## src/rtl/packet_receiver.sv

```systemverilog
// Receive side of the byte-parallel packet link: splits length/data/parity framing,
// streams data bytes out and reports completion with parity and length status.
module packet_receiver #(
    parameter logic [7:0] EXP_LEN = 8'h00
) (
    input  logic       Clk,
    input  logic       Reset_n,
    input  logic [7:0] In,
    input  logic       In_valid,
    output logic [7:0] Data_out,
    output logic       Data_valid,
    output logic [7:0] Length,
    output logic       Busy,
    output logic       Done,
    output logic       Parity_err,
    output logic       Len_err
);

    typedef enum logic [1:0] {
        IDLE   = 2'd0,
        DATA   = 2'd1,
        PARITY = 2'd2,
        CLOSE  = 2'd3
    } state_t;

    state_t     state, state_nx;
    logic [7:0] cnt, cnt_nx;
    logic [7:0] data_nx, length_nx;
    logic       acc, acc_nx;
    logic       armed, armed_nx;
    logic       dv_nx, busy_nx, done_nx, perr_nx, lerr_nx;

    // Valid/ready-free link: a byte is consumed on every rising edge where In_valid is high.
    // 'armed' stays low after reset until In_valid is seen low, so the tail of a packet
    // interrupted by reset is never mistaken for a length byte.
    always_comb begin
        state_nx  = state;
        cnt_nx    = cnt;
        acc_nx    = acc;
        armed_nx  = armed | ~In_valid;
        data_nx   = Data_out;
        dv_nx     = 1'b0;
        length_nx = Length;
        busy_nx   = Busy;
        done_nx   = 1'b0;
        perr_nx   = Parity_err;
        lerr_nx   = Len_err;
        unique case (state)
            IDLE: begin
                if (In_valid && armed) begin
                    length_nx = In;
                    busy_nx   = 1'b1;
                    acc_nx    = ^In;
                    cnt_nx    = 8'd0;
                    perr_nx   = 1'b0;
                    lerr_nx   = (EXP_LEN != 8'h00) && (In != EXP_LEN);
                    state_nx  = (In == 8'h00) ? PARITY : DATA;
                end
            end
            DATA: begin
                if (In_valid) begin
                    data_nx = In;
                    dv_nx   = 1'b1;
                    acc_nx  = acc ^ (^In);
                    cnt_nx  = cnt + 8'd1;
                    if (cnt_nx == Length) state_nx = PARITY;
                end else begin
                    done_nx  = 1'b1;
                    lerr_nx  = 1'b1;
                    busy_nx  = 1'b0;
                    state_nx = IDLE;
                end
            end
            PARITY: begin
                if (In_valid) begin
                    perr_nx  = (In != {7'b0, acc});
                    state_nx = CLOSE;
                end else begin
                    done_nx  = 1'b1;
                    lerr_nx  = 1'b1;
                    busy_nx  = 1'b0;
                    state_nx = IDLE;
                end
            end
            CLOSE: begin
                if (In_valid) begin
                    lerr_nx = 1'b1;
                end else begin
                    done_nx  = 1'b1;
                    busy_nx  = 1'b0;
                    state_nx = IDLE;
                end
            end
            default: state_nx = IDLE;
        endcase
    end

    always_ff @(posedge Clk or negedge Reset_n) begin
        if (!Reset_n) begin
            state      <= IDLE;
            cnt        <= 8'd0;
            acc        <= 1'b0;
            armed      <= 1'b0;
            Data_out   <= 8'd0;
            Data_valid <= 1'b0;
            Length     <= 8'd0;
            Busy       <= 1'b0;
            Done       <= 1'b0;
            Parity_err <= 1'b0;
            Len_err    <= 1'b0;
        end else begin
            state      <= state_nx;
            cnt        <= cnt_nx;
            acc        <= acc_nx;
            armed      <= armed_nx;
            Data_out   <= data_nx;
            Data_valid <= dv_nx;
            Length     <= length_nx;
            Busy       <= busy_nx;
            Done       <= done_nx;
            Parity_err <= perr_nx;
            Len_err    <= lerr_nx;
        end
    end

endmodule

```

## config.mk

```make
export PLATFORM = sky130hd
export DESIGN_NAME = packet_receiver
export DESIGN_NICKNAME = d
export VERILOG_FILES = /design/src/rtl/packet_receiver.sv
export SDC_FILE = /design/constraint.sdc
export NUM_CORES = 1
export LEC_CHECK = 0
export BUFFER_PORTS_ARGS = -buffer_cell sky130_fd_sc_hd__buf_2
export CAP_MARGIN = 0
export CORE_ASPECT_RATIO = 1.1
export CORE_MARGIN = 2
export CORE_UTILIZATION = 59
export CTS_CLUSTER_SIZE = 14
export DETAILED_ROUTE_END_ITERATION = 10
export PLACE_DENSITY = 0.85
export SKIP_CTS_REPAIR_TIMING = 1
export SLEW_MARGIN = 5
export SYNTH_ARGS = -nofsm -noshare
export SYNTH_HDL_FRONTEND = slang
export SYNTH_SLANG_ARGS = --single-unit
export TNS_END_PERCENT = 5
```

## constraint.sdc

```tcl
create_clock -name Clk -period 3.1 [get_ports Clk]
set_input_delay 0.31 -clock Clk [delete_from_list [all_inputs] [get_ports Clk]]
set_output_delay 0.31 -clock Clk [all_outputs]
set_load 0.1 [all_outputs]
```

==> key figures <==
Logic synthesis
  • Seq/Total Area, Yosys: 0.460
  • Synth unique cells: 36
  • Mapped Cells: 185
  • Synthesized area: 1790 sq um
  • Synth top area share: 0.460
  • Syn_nets: 206
  • Post-synth top area cell: dfrtp_1
  • Yosys warns: 0
  • Mean Syn Cell Area: 9.70 sq um
  • #FFs+latches synth: 33
  • Top cells by area, synth: dfrtp_1 46%, o21ai_0 8.1%, ha_1 7.0%

Cells and area
  • Share of cells above drive strength 1: 0.215
  • # fillers: 208
  • Reg area: 826 sq um
  • Multi-input gate area: 911 sq um
  • Layout area overhead: 13.1%
  • # diodes: 0
  • Final nets: 240

Clock tree
  • Clock sink count: 33
  • Total CTS buffers: 5
  • Clock latency at the later pin of the worst-skew pair: 0.33 ns
  • Root buf cell: clkbuf_4
  • CTS tree: yes
  • Clk slew on worst S/H paths: 0.09 ns
  • H-tree depth: 2
  • Clk buf depth: 2

Critical path
  • Reg2reg path depth: 8
  • CP required: 3.31 ns
  • Critical path endpoint category: register
  • Arrival @ worst endpoint: 2.33 ns
  • Startpoint type of the worst setup path: register
  • CP Max Fanout: 19
  • WS Path Type: register to register

GRT
  • Largest net degree at the start of global routing: 34
  • Global-route wire length before repair: 6.18 mm
  • Tot GR Track Use: 0.237
  • Vias in the first global route: 1344
  • Initial antenna violation count: 0
  • Total grt overflow: 0

Die
  • DIE WIDTH: 56.6 um
  • Chip height: 61.8 um
  • # IOs: 32
  • Starting Density: 0.635
  • Core area: 2830 sq um
  • Die area: 3500 sq um
  • Rows: 20

Drt
  • Routed WL: 3.69 mm
  • Remaining antenna violation count after routing: 0
  • First-pass iteration count of the detailed router: 4
  • DR vias: 1416
  • Via density: 5.62
  • DRC: 0
  • Initial drt markers: 65
  • Avg WL per Cell: 14.6 um

STA
  • Period utilisation layout: 0.683
  • Post-Route Setup TNS: 0 ns
  • Max Freq: 472 MHz
  • Final max-slew violation count: 0
  • Worst slew pin tran: 0.697 ns
  • Final Skew: 0.00227 ns
  • Worst slew margin relative to its limit: 0.535
  • Setup Viol. Count Final: 0
  • RSZ-0062 raised after global routing: false
  • Minimum clock period: 2.12 ns
  • Final hold vios: 0

Placement
  • IO buf count: 31
  • Gpl congestion: 0.866
  • Dpl hpwl: 2.88 mm

Job
  • Max Cap Viol: 0

Min path
  • Min-Delay Path Class: input port to asynchronous set/reset pin

Status
  • Status: completed
cell usage in the layout, fill, tap and decap left out, types with 7 or more instances in the layout:
master	n
inv_1	11
buf_2	31
ha_1	10
nand2b_1	7
xnor2_1	9
nand2_1	30
dfrtp_1	33
o21ai_0	29
nor2_1	7
final cells by class:
type	instances	share of cell area
multi-input cells	137	0.449
flip-flops and latches	33	0.407
repair buffers	31	0.0764
clock buffers	7	0.0271
inverters	11	0.0203
well taps	33	0.0203
sequential cells by signal, summed over array words and instances (netlist names):
signal,flops
state,2
cnt,8
armed,1
Data_valid,1
Done,1
Data_out,8
Length,8
Len_err,1
acc,1
Busy,1
Parity_err,1
worst paths after layout:
| check | slack, ns | from | end |
|---|---|---|---|
| worst min-delay path | 0.01 | Reset_n | cnt[3] |
| worst min register to register | 0.49 | Data_out[6] | Data_out[6] |
| worst max-delay path | 0.98 | state[1] | cnt[3] |
| min in group Clk | 0.27 | In_valid | armed |
| worst max register to register | 0.98 | state[1] | cnt[3] |
| max in group asynchronous | 2.64 | Reset_n | acc |
through the flow:
stage                     worst slack (ns)  cell area (sq um)  cells  hold slack (ns)   util
after global routing                 0.693               2030    252           0.0666  0.718
after detailed placement              1.01               1970    245            0.410  0.698
after CTS                             1.01               2030    252           0.0437  0.718
after floorplan                       1.08               1790    185           0.0144      -
final                                0.982               2030    252           0.0122  0.718
after global placement                1.15               1970    245            0.389  0.698
critical path, stage by stage (launching register included):
cell and delay (ns):
dfrtp_1 0.40, inv_1 0.11, ha_1 0.24, nand2_1 0.40, inv_1 0.18, nand2_1 0.34, nor2_1 0.09, o21ai_0 0.15
o31ai_1 0.09
cells in the mapped netlist:
master / number
mux2_2: 2
dfrtp_1: 33
o211ai_2: 1
xnor2_1: 9
xnor2_2: 1
buf_2: 1
o41ai_2: 1
nand3_1: 5
a21boi_0: 1
o21ai_0: 29
clkbuf_1: 3
nand3_4: 1
nand3_2: 1
o31ai_1: 2
and3_4: 3
ha_1: 10
a41oi_1: 1
o211a_1: 1
a41o_1: 1
a31oi_1: 2
nor3_1: 1
nor2b_1: 1
a32o_1: 1
nand2_1: 30
inv_1: 11
o22a_1: 1
o22ai_1: 1
xor2_1: 4
nand2b_1: 7
and3_1: 3
o221ai_1: 1
a21oi_1: 5
o32ai_1: 1
nor2_1: 7
and4_1: 1
mux2i_1: 2
metal layers:
metal / vias up / global-route usage / part of all wire
li1: 704 / - / -
met1: 663 / 0.298 / 0.43
met2: 38 / 0.397 / 0.50
met3: 11 / 0.0663 / 0.052
met4: 0 / 0.0918 / 0.020
met5: - / 0 / 0
cells by family (layout without fill, tap and decap cells):
group / after synthesis / count (layout) / share of synthesized area
muxes: 4 / 4 / 0.0237
and+or+nand+nor: 60 / 60 / 0.172
adders and majority gates: 10 / 10 / 0.0697
DFF: 33 / 33 / 0.460
buffers and inverters: 15 / 49 / 0.0321
AOI/OAI and AO/OA: 49 / 49 / 0.170
xor gates and xnor gates: 14 / 14 / 0.0725
Power is left out: the tool's default activity adds up to more than one toggle a clock period on the data nets, which glitch-free logic cannot reach.
